--- src/rtl/rv_pkg.sv ---
`default_nettype none
// ============================================================================
// Module      : rv_pkg
// Description : Shared RV32I core constants: data width, bubble encoding,
//               PC step and fetch state-machine encoding.
// Revision    : 1.0 - initial release
// ============================================================================
package rv_pkg;

   localparam int unsigned XLEN = 32;

   localparam logic [XLEN-1:0] RV_NOP_INSTR = 32'h0000_0013;
   localparam logic [XLEN-1:0] PC_INC       = 32'd4;

   typedef logic [1:0] fetch_state_t;

   localparam fetch_state_t FETCH_BOOT = 2'd0;
   localparam fetch_state_t FETCH_RUN  = 2'd1;
   localparam fetch_state_t FETCH_HALT = 2'd2;

endpackage : rv_pkg
`default_nettype wire

--- src/rtl/if_fetch_stage_ifid_reg.sv ---
`default_nettype none
// ============================================================================
// Module      : ifid_reg
// Description : IF/ID pipeline register; load, hold or insert a bubble.
// Revision    : 1.0 - initial release
// ============================================================================
module ifid_reg
   import rv_pkg::*;
#(
   parameter logic [XLEN-1:0] NOP_INSTR = RV_NOP_INSTR
) (
   input  logic            clk,
   input  logic            reset,
   input  logic            load_i,
   input  logic            bubble_i,
   input  logic [XLEN-1:0] pc_i,
   input  logic [XLEN-1:0] instr_i,
   output logic [XLEN-1:0] pc_o,
   output logic [XLEN-1:0] instr_o,
   output logic            valid_o
);

   logic [XLEN-1:0] pc_q;
   logic [XLEN-1:0] pc_d;
   logic [XLEN-1:0] instr_q;
   logic [XLEN-1:0] instr_d;
   logic            valid_q;
   logic            valid_d;

   // Bubble wins over load so a flush can never leak a captured word.
   always_comb begin
      pc_d    = pc_q;
      instr_d = instr_q;
      valid_d = valid_q;
      if (bubble_i) begin
         pc_d    = '0;
         instr_d = NOP_INSTR;
         valid_d = 1'b0;
      end else if (load_i) begin
         pc_d    = pc_i;
         instr_d = instr_i;
         valid_d = 1'b1;
      end
   end

   always_ff @(posedge clk or negedge reset) begin
      if (!reset) begin
         pc_q    <= '0;
         instr_q <= NOP_INSTR;
         valid_q <= 1'b0;
      end else begin
         pc_q    <= pc_d;
         instr_q <= instr_d;
         valid_q <= valid_d;
      end
   end

   assign pc_o    = pc_q;
   assign instr_o = instr_q;
   assign valid_o = valid_q;

endmodule : ifid_reg
`default_nettype wire

--- src/rtl/if_fetch_stage.sv ---
`default_nettype none
// ============================================================================
// Module      : if_fetch_stage
// Description : RV32I instruction fetch: PC, boot/run/halt control, IF/ID.
//               Optional macro IF_MISALIGN_CHECK_EN adds misalign_o and
//               word-aligns redirect targets.
// Revision    : 1.0 - initial release
// ============================================================================
module if_fetch_stage
   import rv_pkg::*;
#(
   parameter logic [XLEN-1:0] RESET_PC   = 32'h0000_0000,
   parameter int unsigned     IMEM_BYTES = 256,
   parameter logic [XLEN-1:0] NOP_INSTR  = RV_NOP_INSTR
) (
   input  logic            clk,
   input  logic            reset,
   output logic [XLEN-1:0] imem_addr,
   input  logic [XLEN-1:0] imem_rdata,
   input  logic            stall_i,
   input  logic            redirect_i,
   input  logic [XLEN-1:0] redirect_pc_i,
   output logic [XLEN-1:0] ifid_pc_o,
   output logic [XLEN-1:0] ifid_instr_o,
   output logic            ifid_valid_o,
   output logic            halted_o
`ifdef IF_MISALIGN_CHECK_EN
   ,
   output logic            misalign_o
`endif
);

   localparam logic [XLEN-1:0] LAST_PC = 32'(IMEM_BYTES - 4);

   fetch_state_t    state_q;
   fetch_state_t    state_d;
   logic [XLEN-1:0] pc_q;
   logic [XLEN-1:0] pc_d;
   logic            halted_q;
   logic            halted_d;
   logic [XLEN-1:0] target_pc;
   logic            ifid_load;
   logic            ifid_bubble;

`ifdef IF_MISALIGN_CHECK_EN
   logic            misalign_q;
   logic            misalign_d;

   assign target_pc  = {redirect_pc_i[XLEN-1:2], 2'b00};
   assign misalign_d = redirect_i && (redirect_pc_i[1:0] != 2'b00);
`else
   assign target_pc  = redirect_pc_i;
`endif

   always_comb begin
      state_d     = state_q;
      pc_d        = pc_q;
      ifid_load   = 1'b0;
      ifid_bubble = 1'b0;
      case (state_q)
         FETCH_BOOT: begin
            ifid_bubble = 1'b1;
            state_d     = FETCH_RUN;
            if (redirect_i) begin
               pc_d = target_pc;
            end
         end
         FETCH_RUN: begin
            if (redirect_i) begin
               pc_d        = target_pc;
               ifid_bubble = 1'b1;
            end else if (stall_i) begin
               pc_d = pc_q;
            end else if (pc_q > LAST_PC) begin
               // Out-of-range word is dropped; PC parks at the faulting address.
               ifid_bubble = 1'b1;
               state_d     = FETCH_HALT;
            end else begin
               ifid_load = 1'b1;
               pc_d      = pc_q + PC_INC;
            end
         end
         FETCH_HALT: begin
            ifid_bubble = 1'b1;
            if (redirect_i) begin
               pc_d    = target_pc;
               state_d = FETCH_RUN;
            end
         end
         default: begin
            ifid_bubble = 1'b1;
            state_d     = FETCH_BOOT;
         end
      endcase
      halted_d = (state_d == FETCH_HALT);
   end

   always_ff @(posedge clk or negedge reset) begin
      if (!reset) begin
         state_q  <= FETCH_BOOT;
         pc_q     <= RESET_PC;
         halted_q <= 1'b0;
      end else begin
         state_q  <= state_d;
         pc_q     <= pc_d;
         halted_q <= halted_d;
      end
   end

`ifdef IF_MISALIGN_CHECK_EN
   always_ff @(posedge clk or negedge reset) begin
      if (!reset) begin
         misalign_q <= 1'b0;
      end else begin
         misalign_q <= misalign_d;
      end
   end

   assign misalign_o = misalign_q;
`endif

   ifid_reg #(
      .NOP_INSTR (NOP_INSTR)
   ) u_ifid_reg (
      .clk      (clk),
      .reset    (reset),
      .load_i   (ifid_load),
      .bubble_i (ifid_bubble),
      .pc_i     (pc_q),
      .instr_i  (imem_rdata),
      .pc_o     (ifid_pc_o),
      .instr_o  (ifid_instr_o),
      .valid_o  (ifid_valid_o)
   );

   assign imem_addr = pc_q;
   assign halted_o  = halted_q;

endmodule : if_fetch_stage
`default_nettype wire
--- config.mk ---
export PLATFORM = sky130hd
export DESIGN_NAME = if_fetch_stage
export DESIGN_NICKNAME = d
export VERILOG_FILES = /design/src/rtl/rv_pkg.sv /design/src/rtl/if_fetch_stage_ifid_reg.sv /design/src/rtl/if_fetch_stage.sv
export SDC_FILE = /design/constraint.sdc
export NUM_CORES = 1
export LEC_CHECK = 0
export BUFFER_PORTS_ARGS = -buffer_cell sky130_fd_sc_hd__buf_4
export CAP_MARGIN = 20
export CORE_MARGIN = 2
export CORE_UTILIZATION = 39
export DETAILED_ROUTE_END_ITERATION = 16
export HOLD_SLACK_MARGIN = 0.02
export PLACE_DENSITY = 0.67
export SYNTH_ARGS = -nofsm -noshare
export SYNTH_HDL_FRONTEND = slang
export SYNTH_HIERARCHICAL = 1
export SYNTH_SLANG_ARGS = --single-unit
export TNS_END_PERCENT = 10
--- constraint.sdc ---
create_clock -name clk -period 4.4 [get_ports clk]
set_input_delay 0.66 -clock clk [delete_from_list [all_inputs] [get_ports clk]]
set_output_delay 0.66 -clock clk [all_outputs]
set_load 0.03 [all_outputs]
==> impl_results.md, run 1 <==
- Hold_buf cts: 0
- Cell Area, Synth: about 4700 sq um
- Core area: 11900 sq um
- Number of fill cells: 1099
- First DRT Iteration DRCs: 230
- Peak Freq: 362 MHz
- HP Class: input port to asynchronous set/reset pin
- Crit end category: register
- Inserted Clock Buffers: 9
- Maximum vdd drop: ~0.18 mV
- Chip Height: approximately 110 microns
- Post-DP Area: 5950 sq um
- Worst slew margin: 39.9%
- Ant. Diodes: 0
- Leading post-synthesis cells by cell area: dfrtp_1, mux2i_1, nor2_1, buf_12, nand2_1
- Finished Cell Area: 6220 sq um
- Sequential area share after synthesis: 53.2%
- Mean area per synthesized cell: ~11 sq um
- Post-synthesis to final-layout area growth: 32.2%
- Layout cells sized above 1: about a third
- PostCTS Resize Cnt: 0
- Final HPWL DP: 8910 microns
- Crit path launch type: register
- Syn Inst Count: 441
- Vias in the first global route: 3885
- RSZ-0062 raised after global routing: false
- First-pass GRT wire length: 20100 microns
- Worst Path Arrival: 2960 ps
- Worst-Margin Slew: 902 ps
- TritonCTS clock tree: built
- Max clock buf depth: 2
- EDFF count, synth: 0
- DRC: 0
- Ys Warns: 6
- Post-synth cell types: 46
- Final ANT Viol Nets: 0
- Clk sink count: 100
- GR Util All Layers: 19.8%
- Prevailing post-synth register cell: dfrtp_1
- Critical Path RT: roughly 4600 ps
- Top-area cell type share of the netlist area: just over 50%
- DRT Pass-1 Iters: 4
- Setup TNS: 0 ps
- Layout Nets: around 660
- Total Die Area: 13000 sq um
- Row count: 40
- #FFs+latches synth: 100
- Most frequent cells in the layout: buf_4, dfrtp_1, nor2_1
- Clk pin slew, worst setup/hold paths: roughly 60 ps
- Initial antenna violation count: 0
- WS Path Type: register to register
- Vias per inst: 5.38
- Status: completed
- Largest net degree at the start of global routing: 72
- Latest clock arrival within the worst-skew pair: approximately 340 ps
- Leakage power: ~2.8 nW
- Ys async rst share: 100%
- Detailed-route via count: 4010
- Final worst-path cycle share: 62.7%
- Commonest non-fill, non-tap cell in the layout: buf_4
- Crit-path max FO: 55
- PwrDens: roughly 360 nW/um^2
- Initial Util: 39.5%
- Post-detailed-route wirelength per cell: between 15 and 20 microns
- Largest area contributor in the netlist: dfrtp_1
- Routed WL: 12700 microns
- Final hold vios: 0
- Global placement routability congestion: 0.829
- Die X: 114 microns
- # H-tree levels: 3
- CTS root buf: clkbuf_16
- Clock skew: 10.2 ps
- Postcts setup bufs: 0
- Min Tclk post-route: 2760 ps
- Fin. max-slew vios: 0
- Final Setup Violations: 0
- Syn nets: a little over 500
- PortBufs: between 150 and 200
- Max Cap Viol: 0
- Overflow after GRT: 0
- I/O pins: ~170
## kinds of logic after synthesis
group	after synthesis	share of synthesized area (%)
compound gates	69	10.2
fa+ha+maj	1	0.266
buf+inv	37	6.17
flops	100	53.2
mux	63	13.4
simple gates	171	16.7
## worst max-delay path, cell delays in order (launching register included)
cell and delay, ps:
dfrtp_1 470, nor4_1 410, nand4_1 440, nor4_2 530
buf_12 340, mux2i_1 280, nor2_1 60
## layer usage
layer	vias to the layer above	track usage, %	part of all wire (%)
met5	-	0	0
met4	0	6.34	0.80
met3	8	6.38	9.3
met2	179	29.9	46
met1	1946	27.2	44
li1	1877	-	-
## worst paths after layout
check                                               start                                 end  slack, ps  cells after the start
max                             imem_addr[15]$_DFFE_PN0P_  u_ifid_reg/instr_o[14]$_DFFE_PN0P_       1640                      6
min                                                 reset  u_ifid_reg/instr_o[29]$_DFFE_PN0P_        440                      1
min in group clk                         redirect_pc_i[0]            imem_addr[0]$_DFFE_PN0P_        510                      3
max in group asynchronous                           reset            imem_addr[2]$_DFFE_PN0P_       2980                      2
min reg2reg                u_ifid_reg/valid_o$_DFFE_PN0P_      u_ifid_reg/valid_o$_DFFE_PN0P_        520                      2
max reg2reg                     imem_addr[15]$_DFFE_PN0P_  u_ifid_reg/instr_o[14]$_DFFE_PN0P_       1640                      6
## Yosys cell counts, types with 7 or more instances
cell      number
o211ai_1       8
nor4_1        14
nand4_1        7
inv_1          7
nand2_1       31
nand3_1       11
dfrtp_1       97
nor2_1        82
a21oi_1       18
mux2i_1       61
clkbuf_1      13
o22ai_1        9
## sequential cells by signal, summed over array words and instances, names as in the netlist
register and count:
halted_o 1, u_ifid_reg/instr_o 32, imem_addr 32, u_ifid_reg/valid_o 1, u_ifid_reg/pc_o 32, state_q 2
## power by group
part	switching, mW	internal (mW)
Combinational	0.263	0.176
Clock	0.323	0.410
Sequential	0.104	0.972
## layout make-up
cell class / count / area, sq um / share of cell area, %
flip-flops and latches: 100 / 2510 / 40.3
multi-input cells: 304 / 1920 / 30.8
repair buffers: 173 / 1320 / 21.2
clock buffers: 13 / 260 / 4.18
well taps: 147 / 184 / 2.96
inverters: 7 / 26.3 / 0.422
clock inverters: 2 / 10.0 / 0.161
## through the flow
| stage | std cells | util, % | power, mW | hold slack (ps) | setup WS (ps) |
|---|---|---|---|---|---|
| 2_1_floorplan | 441 | - | 1.32 | 364 | 1990 |
| 3_3_place_gp | 730 | 49.9 | 1.52 | 480 | 1700 |
| 3_5_place_dp | 731 | 50.0 | 1.53 | 510 | 1670 |
| 4_1_cts | 746 | 52.2 | 2.27 | 486 | 1650 |
| 5_1_grt | 746 | 52.2 | 2.37 | 512 | 1440 |
| 6_report | 746 | 52.2 | 2.25 | 440 | 1640 |
(Power assumes the default switching activity.)
==> inputs of run 2 (changes only) <==
- ABC_AREA: not set -> 1
- PLACE_DENSITY: 0.67 -> 0.68
- clock period: 4.4 -> 2.3 ns (I/O delays scaled with it)
==> run 2 against run 1 <==
Effect of this change: cell count is 44% higher; power grew to 2.8 times the previous value; flip-flop and latch count stayed put; via count is 32% higher; register-to-register slack worse by 1400 ps; combinational power grew to 5.9 times the previous value; die area is 10% higher; clock-buffer cell count is 4 lower; synthesized area is 11% higher; setup slack worse by 1400 ps; core utilization is 1.8 points higher; critical path type unchanged.
==> impl_results.md, run 2 <==
- Setup TNS: 0 ps
- Mean area per synthesized cell: roughly 7.4 sq um
- Fin. max-slew vios: 0
- Initial antenna violation count: 0
- Peak Freq: 483 MHz
- Post-synth cell types: 32
- Die X: 120 microns
- Final Setup Violations: 0
- TritonCTS clock tree: built
- First DRT Iteration DRCs: 577
- Detailed-route via count: 5305
- WS Path Type: register to register
- Syn Inst Count: 704
- Final hold vios: 0
- EDFF count, synth: 0
- Row count: 42
- PostCTS Resize Cnt: 0
- Clk sink count: 100
- Maximum vdd drop: 0.549 mV
- Top-area cell type share of the netlist area: 46.6%
- Most frequent cell after synthesis: nand2_1
- List of most frequent post-synthesis cells: nand2_1, dfrtp_1, nand3_1
- R2r endpoint: u_ifid_reg/pc_o[31]$_DFFE_PN0P_
- # H-tree levels: 3
- Critical Path RT: 2580 ps
- Leakage power: 3.82 nW
- Final ANT Viol Nets: 0
- Cell Area, Synth: between 5000 and 6000 sq um
- Reg2Reg Launch Point: imem_addr[2]$_DFFE_PN0P_
- GR Util All Layers: 22.7%
- Syn nets: between 700 and 800
- RSZ-0062 raised after global routing: false
- Clock skew: 8.90 ps
- Overflow after GRT: 0
- CP max stage delay: 380 ps
- PwrDens: 877 nW/um^2
- Leading post-synthesis cells by cell area: dfrtp_1, nand2_1, nand3_1, nor2_1, inv_1
- Commonest non-fill, non-tap cell in the layout: nand2_1
- Min Tclk post-route: 2070 ps
- Post-placement setup slack: 214 ps
- Status: completed
- Prevailing post-synth register cell: dfrtp_1
- Ant. Diodes: 0
- Worst slew margin: 51.5%
- PortBufs: between 150 and 200
- CP cell instances: ha_1, nand3_2, nor3_1, nor2_1, nand2_1, a21oi_1, nand3_1, nor2_4, clkbuf_16, nand2_1, nand2_1
- Post-DP Area: 6790 sq um
- Post-detailed-route wirelength per cell: between 10 and 15 microns
- CP dominant cell by count: nand2_1
- Final worst-path cycle share: 90.1%
- Crit end category: register
- Most frequent cells in the layout: nand2_1, buf_4, dfrtp_1
- Crit-path max FO: 32
- Final HPWL DP: 11600 microns
- Vias per inst: 4.95
- Core area: 13100 sq um
- Clk pin slew, worst setup/hold paths: 70 ps
- Final Power: roughly 6.2 mW
- Sequential area share after synthesis: approximately half
- Worst path slowest cell: dfrtp_1
- I/O pins: about 170
- Layout cells sized above 1: 28.9%
- Vias in the first global route: just over 5000
- Layout Nets: 960
- Crit path launch type: register
- Chip Height: 120 microns
- DRC: 0
- Global placement routability congestion: 0.901
- Initial Util: 39.6%
- Max clock buf depth: 2
- Max Cap Viol: 0
- DRT Pass-1 Iters: 5
- Final setup margin: 228 ps
- Post-synthesis to final-layout area growth: 36.4%
- Latest clock arrival within the worst-skew pair: between 300 and 400 ps
- Worst Path Arrival: 2350 ps
- Worst-Margin Slew: approximately 730 ps
- Finished Cell Area: 7100 sq um
- #FFs+latches synth: 100
- R2R cell count: 11
- WHS: 76.9 ps
- Ys Warns: 6
- Total Die Area: 14300 sq um
- Largest net degree at the start of global routing: 65
- Inserted Clock Buffers: 9
- Ys async rst share: 100%
- CTS root buf: clkbuf_16
- HP Class: input port to asynchronous set/reset pin
- Reg-to-reg slack, setup: 230 ps
- Postcts setup bufs: 0
- Largest area contributor in the netlist: dfrtp_1
- Routed WL: between 15000 and 20000 microns
- Hold_buf cts: 0
- First-pass GRT wire length: 26000 microns
-- run 2: worst max-delay path: cells and delay by family, from the launching register on --
kind | cells | cell delay, ps
AND/OR/NAND/NOR | 8 | 960
flip-flops | 1 | 380
adder cells (fa/ha/maj) | 1 | 270
buffers and inverters | 1 | 250
AO/OA/AOI/OAI | 1 | 140
-- run 2: cell families after synthesis --
group           synth area share, %
buf+inv                        6.61
compound gates                 3.65
flops                          48.1
fa+ha+maj                     0.240
mux                           0.192
xor+xnor                      0.505
simple gates                   40.7
-- run 2: how the worst max path moves through the flow --
stage | from | cells after the start | to | slack, ps
2_1_floorplan | imem_addr[2]$_DFFE_PN0P_ | 11 | u_ifid_reg/pc_o[26]$_DFFE_PN0P_ | 100
3_3_place_gp | imem_addr[19]$_DFFE_PN0P_ | 12 | u_ifid_reg/pc_o[7]$_DFFE_PN0P_ | 240
3_5_place_dp | imem_addr[2]$_DFFE_PN0P_ | 11 | u_ifid_reg/instr_o[3]$_DFFE_PN0P_ | 210
4_1_cts | imem_addr[2]$_DFFE_PN0P_ | 11 | u_ifid_reg/instr_o[3]$_DFFE_PN0P_ | 190
5_1_grt | imem_addr[28]$_DFFE_PN0P_ | 12 | u_ifid_reg/instr_o[8]$_DFFE_PN0P_ | 20
6_report | imem_addr[2]$_DFFE_PN0P_ | 11 | u_ifid_reg/pc_o[31]$_DFFE_PN0P_ | 230
-- run 2: power by group --
| group | internal (mW) | total [mW] | switching, mW |
|---|---|---|---|
| combinational | 0.926 | 2.61 | 1.68 |
| clock | 0.749 | 1.46 | 0.711 |
| sequential | 1.98 | 2.17 | 0.183 |
| total | 3.66 | 6.23 | 2.57 |
-- run 2: area by class of cell --
type / count / area (sq um)
Tap cell: 176 / 220
Clock inverter: 7 / 61.3
Clock buffer: 9 / 225
Timing Repair Buffer: 205 / 1580
Sequential cell: 100 / 2510
Inverter: 38 / 143
Fill cell: 1299 / 6030
Multi-Input combinational cell: 537 / 2370
-- run 2: through the flow --
stage               instances  utilization (%)
floorplan                 704                -
global placement         1055             51.7
finish                   1072             54.1
global route             1072             54.1
detailed placement       1055             51.7
CTS                      1071             53.9
-- run 2: per-layer routing --
layer,global-route usage [%],vias to the layer above,part of all wire [%]
met4,6.54,0,2.0
met5,0,-,0
li1,-,2614,-
met1,31.4,2452,45
met3,4.80,25,7.1
met2,36.0,214,45
